<file path="src/rtl/pkt_dvdr_pkg.sv">
// Shared constants and enumerations for the packet-divider receive path.
package pkt_dvdr_pkg;

  localparam logic [7:0]  SOP_BYTE    = 8'hB8;
  localparam logic [7:0]  EOP_BYTE    = 8'hE7;
  localparam logic [7:0]  PAD_BYTE    = 8'h00;
  localparam int unsigned MIN_LEN_DEF = 4;

  typedef enum logic [2:0] {
    ST_IDLE,
    ST_LEN,
    ST_DATA,
    ST_PAD,
    ST_PARITY,
    ST_EOP
  } rx_state_e;

  typedef enum logic [1:0] {
    ERR_PARITY   = 2'd0,
    ERR_BAD_EOP  = 2'd1,
    ERR_ZERO_LEN = 2'd2,
    ERR_RX_DROP  = 2'd3
  } err_code_e;

endpackage

</file>
<file path="src/rtl/pkt_dvdr_sat_cnt.sv">
// Saturating event counter with synchronous clear; holds at all-ones.
module pkt_dvdr_sat_cnt #(
  parameter int unsigned WIDTH = 16
) (
  input  logic             clk,
  input  logic             rst,
  input  logic             clr,
  input  logic             inc,
  output logic [WIDTH-1:0] count
);

  // Count up on inc, stop at all-ones instead of wrapping.
  always_ff @(posedge clk) begin
    if (rst || clr) begin
      count <= '0;
    end else if (inc && (count != '1)) begin
      count <= count + 1'b1;
    end
  end

endmodule

</file>
<file path="src/rtl/pkt_dvdr_rx_parser.sv">
// Receive-side frame parser: strips SOP/LEN/padding/parity/EOP framing,
// forwards payload bytes, flags frame completion or error, and keeps
// saturating good/error frame statistics.
module pkt_dvdr_rx_parser
  import pkt_dvdr_pkg::*;
#(
  parameter int unsigned MIN_LEN = MIN_LEN_DEF,
  parameter int unsigned CNT_W   = 16
) (
  input  logic             clk,
  input  logic             rst,
  input  logic             rx_en,
  input  logic [7:0]       rx_data,
  output logic             out_valid,
  output logic [7:0]       out_data,
  output logic             out_sop,
  output logic             out_eop,
  output logic             pkt_done,
  output logic             pkt_err,
  output logic [1:0]       err_code,
  output logic [CNT_W-1:0] good_cnt,
  output logic [CNT_W-1:0] err_cnt
);

  localparam logic [7:0] MIN_B = 8'(MIN_LEN);

  rx_state_e  state;
  err_code_e  err_q;
  logic [7:0] len_q;
  logic [7:0] cnt_q;
  logic [7:0] parity_q;
  logic       par_bad_q;

  logic       last_data;
  logic       last_pad;
  logic [7:0] pad_need;

  // Terminal-count decodes for the payload and padding phases.
  always_comb begin
    pad_need  = MIN_B - len_q;
    last_data = (cnt_q == (len_q - 8'd1));
    last_pad  = (cnt_q == (pad_need - 8'd1));
  end

  assign err_code = err_q;

  // Frame FSM with registered payload and status outputs.
  always_ff @(posedge clk) begin
    if (rst) begin
      state     <= ST_IDLE;
      err_q     <= ERR_PARITY;
      len_q     <= '0;
      cnt_q     <= '0;
      parity_q  <= '0;
      par_bad_q <= 1'b0;
      out_valid <= 1'b0;
      out_data  <= '0;
      out_sop   <= 1'b0;
      out_eop   <= 1'b0;
      pkt_done  <= 1'b0;
      pkt_err   <= 1'b0;
    end else begin
      out_valid <= 1'b0;
      out_sop   <= 1'b0;
      out_eop   <= 1'b0;
      pkt_done  <= 1'b0;
      pkt_err   <= 1'b0;
      if ((state != ST_IDLE) && !rx_en) begin
        pkt_err <= 1'b1;
        err_q   <= ERR_RX_DROP;
        state   <= ST_IDLE;
      end else if (rx_en) begin
        unique case (state)
          ST_IDLE: begin
            if (rx_data == SOP_BYTE) state <= ST_LEN;
          end
          ST_LEN: begin
            if (rx_data == 8'd0) begin
              pkt_err <= 1'b1;
              err_q   <= ERR_ZERO_LEN;
              state   <= ST_IDLE;
            end else begin
              len_q     <= rx_data;
              parity_q  <= rx_data;
              cnt_q     <= '0;
              par_bad_q <= 1'b0;
              state     <= ST_DATA;
            end
          end
          ST_DATA: begin
            out_valid <= 1'b1;
            out_data  <= rx_data;
            out_sop   <= (cnt_q == 8'd0);
            out_eop   <= last_data;
            parity_q  <= parity_q ^ rx_data;
            if (last_data) begin
              cnt_q <= '0;
              state <= (len_q < MIN_B) ? ST_PAD : ST_PARITY;
            end else begin
              cnt_q <= cnt_q + 8'd1;
            end
          end
          ST_PAD: begin
            parity_q <= parity_q ^ rx_data;
            cnt_q    <= cnt_q + 8'd1;
            if (last_pad) state <= ST_PARITY;
          end
          ST_PARITY: begin
            par_bad_q <= (rx_data != parity_q);
            state     <= ST_EOP;
          end
          ST_EOP: begin
            // A bad EOP byte outranks a parity mismatch recorded earlier.
            if (rx_data != EOP_BYTE) begin
              pkt_err <= 1'b1;
              err_q   <= ERR_BAD_EOP;
            end else if (par_bad_q) begin
              pkt_err <= 1'b1;
              err_q   <= ERR_PARITY;
            end else begin
              pkt_done <= 1'b1;
            end
            state <= ST_IDLE;
          end
          default: state <= ST_IDLE;
        endcase
      end
    end
  end

  pkt_dvdr_sat_cnt #(.WIDTH(CNT_W)) u_good_cnt (
    .clk   (clk),
    .rst   (rst),
    .clr   (1'b0),
    .inc   (pkt_done),
    .count (good_cnt)
  );

  pkt_dvdr_sat_cnt #(.WIDTH(CNT_W)) u_err_cnt (
    .clk   (clk),
    .rst   (rst),
    .clr   (1'b0),
    .inc   (pkt_err),
    .count (err_cnt)
  );

endmodule
</file>
<file path="config.mk">
export PLATFORM = sky130hd
export DESIGN_NAME = pkt_dvdr_rx_parser
export DESIGN_NICKNAME = d
export VERILOG_FILES = /design/src/rtl/pkt_dvdr_pkg.sv /design/src/rtl/pkt_dvdr_sat_cnt.sv /design/src/rtl/pkt_dvdr_rx_parser.sv
export SDC_FILE = /design/constraint.sdc
export NUM_CORES = 1
export LEC_CHECK = 0
export CAP_MARGIN = 20
export CORE_UTILIZATION = 45
export CTS_BUF_LIST = sky130_fd_sc_hd__clkbuf_2
export CTS_CLUSTER_DIAMETER = 120
export DETAILED_ROUTE_END_ITERATION = 8
export HOLD_SLACK_MARGIN = 0.06
export PLACE_DENSITY = 0.71
export SKIP_CTS_REPAIR_TIMING = 1
export SYNTH_ARGS = -nofsm -noshare
export SYNTH_HDL_FRONTEND = slang
export SYNTH_SLANG_ARGS = --single-unit
</file>
<file path="constraint.sdc">
create_clock -name clk -period 2.15 [get_ports clk]
set_input_delay 0.3225 -clock clk [delete_from_list [all_inputs] [get_ports clk]]
set_output_delay 0.3225 -clock clk [all_outputs]
set_load 0.02 [all_outputs]
</file>
# Yosys cells after proc, flatten, opt, wreduce, memory -nomap -nowiden
# Index checks and enable logic that the tools add are counted.
# classes
n_addsub	6
magnitude_cmp	1
eq_ne	18
mux	27
bitwise	6
n_reduce_logical	25
# ops
operator	n
$add 16x1->16 const B	2
$ne 16x16->1 const B	2
$mux 8	3
$pmux 8 s3	1
$reduce_and 4->1	6
$eq 8x8->1	2
$logic_not 8->1	2
$pmux 8 s2	1
$sub 8x1->8 const B	2
$pmux 3 s5	1
$mux 2	6
$mux 3	4
$reduce_bool 3->1	3
$add 8x1->8 const B	1
$eq 8x8->1 const B	1
$lt 8x3->1 const B	1
$mux 1	8
$ne 2x2->1 const B	4
$ne 8x8->1	1
$ne 8x8->1 const B	1
$sub 3x8->8 const A	1
$xor 8x8->8	1
$eq 3x2->1 const B	2
$eq 3x3->1 const B	2
other kinds (15)	25
# totals
ff_bits	75
in_bits	11
output_inout_bits	47
elab_cells	97

# Logic depth before layout (Yosys ltp)
# depth
word_depth	5
ltp_mapped	9
ltp_nobuf	8

# Cells and area by module
# From an unflattened synthesis, not the netlist that was laid out.
# unflattened
hier_cells	511
area_unflattened_um2	4306.6
# modules_own_cells
module	n_inst	cells_per_inst	area_each_um2	seq_area_each_um2
pkt_dvdr_rx_parser	1	321	2612.5	860.8
pkt_dvdr_sat_cnt	2	95	847.1	320.3

# Worst setup path before layout
# Ideal clock, no wire load.
# synth_path
kind	register -> register
start	register len_q[2]
end	register state[1]
setup_ps	72
arrival_time_ps	2137
required_time_ps	2078
path_slack_ps	-58
stages_incl_launch_ff	8
n_path_buf	1
path_cell_list	dfxtp_1 > buf_6 > or3_4 > or4_4 > nand3_2 > o211ai_4 > a2111oi_4 > mux2i_1
# synth_via
elab_chain_len	5
elab_cells_between_ends	12
classes_between	3 x add/sub; 1 x order compare; 4 x eq/ne; 3 x mux; 1 x reduce/logical
# synth_rtl
item	line_no	rtl
from (decl)	pkt_dvdr_rx_parser.sv:29	logic [7:0] len_q;
from (signal assigned)	pkt_dvdr_rx_parser.sv:83	len_q <= rx_data;
$sub 3x8->8	pkt_dvdr_rx_parser.sv:40	pad_need = MIN_B - len_q;
$sub 8x1->8	pkt_dvdr_rx_parser.sv:42	last_pad = (cnt_q == (pad_need - 8'd1));
$eq 8x8->1	pkt_dvdr_rx_parser.sv:42	
$ne 2x2->1 (no source line)	-	
$reduce_and 4->1 (no source line)	-	
to (signal assigned)	pkt_dvdr_rx_parser.sv:98	state <= (len_q < MIN_B) ? ST_PAD : ST_PARITY;
to (decl)	pkt_dvdr_rx_parser.sv:27	rx_state_e state;
# Parallel ways exist; a longest one is shown, timed or not. The select of a mux whose other input is x is not followed.
# A chain may end at the register's enable or synchronous reset.

# Worst setup path after layout
# layout_path
start	register cnt_q[5]
end	register state[1]
# layout_via
elab_chain_len	3
elab_cells_between_ends	5
classes_between	4 x eq/ne; 1 x reduce/logical
# layout_rtl
item	line_no	rtl
from (decl)	pkt_dvdr_rx_parser.sv:30	logic [7:0] cnt_q;
from (signal assigned)	pkt_dvdr_rx_parser.sv:100	cnt_q <= cnt_q + 8'd1;
from (signal assigned)	pkt_dvdr_rx_parser.sv:105	cnt_q <= cnt_q + 8'd1;
$eq 8x8->1 (on tied branches)	pkt_dvdr_rx_parser.sv:42, pkt_dvdr_rx_parser.sv:41	
$ne 2x2->1 (no source line)	-	
$reduce_and 4->1 (no source line) *	-	
# Every way passes the cells marked *; elsewhere a longest branch is shown, timed or not.

==> metrics.txt <==
share of cells above drive strength 1=13.7%; Finished Layout Cells=682; crit-path max cell delay=0.54 ns; Pre-antenna DRT Iters=4; routability cong.=0.898; worst rel slew slack=65.5%; clock buffer depth=2; max-slew violation count=0; RSZ-0062 raised after global routing=yes; Period minus WS final=2.16 ns; ys async rst share=0%; Starting Density=47.2%; Multi-input gate area=0.00231 mm²; area of the core=0.00838 mm²; Setup TNS=-0.0125 ns; Die ar.=0.00917 mm²; WL per Instance=13.8 µm; drt drc=0; max cap viols=0; Layout Nets=590; Clock Pin Slew Worst Setup and Hold Paths=0.19 ns; sequential fraction of the synthesis area=37.9%; Clock Sinks=75; H-tree depth=3; clock network power share=34.0%; IO buf count=57; die width=95.8 µm; grt total ovfl=0; synthesis-stage register bit count=75; register area=0.00151 mm²; DIE HEIGHT=95.8 µm; top_reg_cell synth=dfxtp_1; startpoint types=flip-flop; Mapped Cells=492; EDFF count, synth=0; crit path DAT=2.60 ns; library cells used by synthesis=53; failing checks=negative setup slack; Ports=58; leak pwr=0.00182 µW; final setup fails=1; first-iteration detailed-routing DRC count=142; Net Sw Power=545 µW; final core utilization=59.7%; Routed Antenna Nets=0; # rows=33; Inst Count DP=665; Fill cells=748; power per cell area=452 mW/mm²; initial antenna violation count=0; total vias in the final route=3664; achievable frequency=462 MHz; Worst-Skew Late Latency=0.50 ns; CP Max Fanout=3; largest net degree at the start of global routing=29; worst setup path class=flip-flop to flip-flop; Crit-path slowest cell=or4_4; DP HPWL=6880 µm; WHS=0.266 ns; period utilization=101%; Avg Synthesized Cell Area=8.04 µm²; worst-margin pin slew=0.515 ns; Vias/cell=5.37; Synth-to-Final Area Change=26.5%; Sw Ratio=24.1%; worst ir drop on vdd=0.000247 V; vias in the first global route=3478; total track usage=21.6%; skew final=0.0253 ns; outcome=finished, violations left; first-pass GRT wire length=15500 µm; worst path cell trace=or3b_4 > or4_4 > nand3_2 > o211ai_4 > a2111oi_4 > mux2i_1; total CTS buffers=9; sequential share of power=61.5%; final-report hold violation count=0; Power Internal=1720 µW; CP Capture Type=flip-flop; antenna fix cells=0; Setup WS post-layout=-0.0125 ns; overall routed net length=9410 µm; power share of the combinational group=4.5%; mapped cell area=0.00396 mm²; syn nets=510; Worst Hold Class=primary input to flip-flop; TritonCTS clock tree=done; WP data required=2.58 ns; YS warnings=0; root buffer cell=clkbuf_2
==> cells by family after synthesis <==
kind of cell,after synthesis,share of synthesized area [%]
mux,11,2.78
compound gates,80,12.8
buf+inv,42,4.24
simple gates,221,27.3
flops,75,37.9
xor+xnor,56,12.7
fa+ha+maj,7,2.21
==> final timing paths <==
path | startpoint | endpoint | slack [ns] | cells past startpoint
hold reg to reg | out_data[1] | out_data[1] | 0.47 | 2
hold / removal | rst | u_good_cnt.count[1] | 0.27 | 2
setup / recovery | cnt_q[5] | state[1] | -0.01 | 6
setup reg to reg | cnt_q[5] | state[1] | -0.01 | 6
==> area by class of cell <==
class / count / share of cell area [%]
Timing Repair Buffer: 100 / 18.1
Multi-Input combinational cell: 375 / 46.1
Clock buffer: 12 / 1.20
Inverter: 11 / 0.825
Clock inverter: 4 / 1.02
Tap cell: 105 / 2.62
Sequential cell: 75 / 30.2
==> metal layers <==
metal,track usage [%],wire length (µm)
met5,0,0
met4,7.21,91
met3,4.74,414
met2,36.0,4480
met1,27.6,4420
==> worst max-delay path: cells and delay by family (launching register included) <==
kind | cells | cell delay [ns]
AO/OA/AOI/OAI | 2 | 0.51
multiplexers | 1 | 0.23
AND/OR/NAND/NOR | 3 | 1.00
flip-flops | 1 | 0.38
==> metrics by stage <==
stage / power, µW / instance area [µm²] / setup WS, ns
final: 2260 / 5010 / -0.0125
after global routing: 2360 / 5010 / -0.100
after CTS: 2300 / 4970 / -0.107
after detailed placement: 1520 / 4860 / -0.170
after global placement: 1520 / 4860 / -0.155
after floorplan: 1470 / 3980 / 0.0244
==> registers in the layout, summed over array words and instances, names as in the netlist <==
| signal | flops |
|---|---|
| pkt_err | 1 |
| u_err_cnt.count | 16 |
| par_bad_q | 1 |
| out_data | 8 |
| err_code | 2 |
| state | 3 |
| cnt_q | 8 |
| parity_q | 8 |
| pkt_done | 1 |
| out_valid | 1 |
| out_sop | 1 |
| out_eop | 1 |
| u_good_cnt.count | 16 |
| len_q | 8 |
==> synth_stat cells (all sizes together), types with 2 or more instances <==
library cell   n  area, µm²
a31oi          5       31.3
and2           5       31.3
and4           5       43.8
dfxtp         75       1500
a211oi         5       37.5
xor2          29        254
nor2b          6       37.5
xnor2         26        228
nand4         12       75.1
nand3         14       75.1
mux2i         11        110
nand2         59        221
or2            2       12.5
o31a           3       26.3
nor3          23        115
a21oi         28        144
o22ai          2       12.5
nand2b         3       18.8
or3            4       30.0
nor2          66        248
o211ai         2       28.8
clkbuf        28        105
nor4          10       77.6
ha             7       87.6
inv           11       41.3
and3           6       37.5
o21ai         24        120
a21boi         2       15.0
buf            3       21.3
or4            2       18.8
==> power groups by stage <==
stage	Clock (µW)	Sequential [µW]	Combinational [µW]
final	769	1390	103
after global routing	851	1390	112
after CTS	803	1390	103
after detailed placement	0	1420	102
after global placement	0	1420	102
after floorplan	0	1420	51.2
==> placed cells by master, fill, tap and decap left out, types with 12 or more instances in the layout <==
cell and instances:
clkbuf_2 12, nand2_1 59, dfxtp_1 70, nor2_1 66
nand3_1 13, clkdlybuf4s50_1 56, xnor2_1 26, xor2_1 29
o21ai_0 22, nand4_1 12, buf_4 41, nor3_1 23
a21oi_1 27
(Power assumes the default switching activity.)
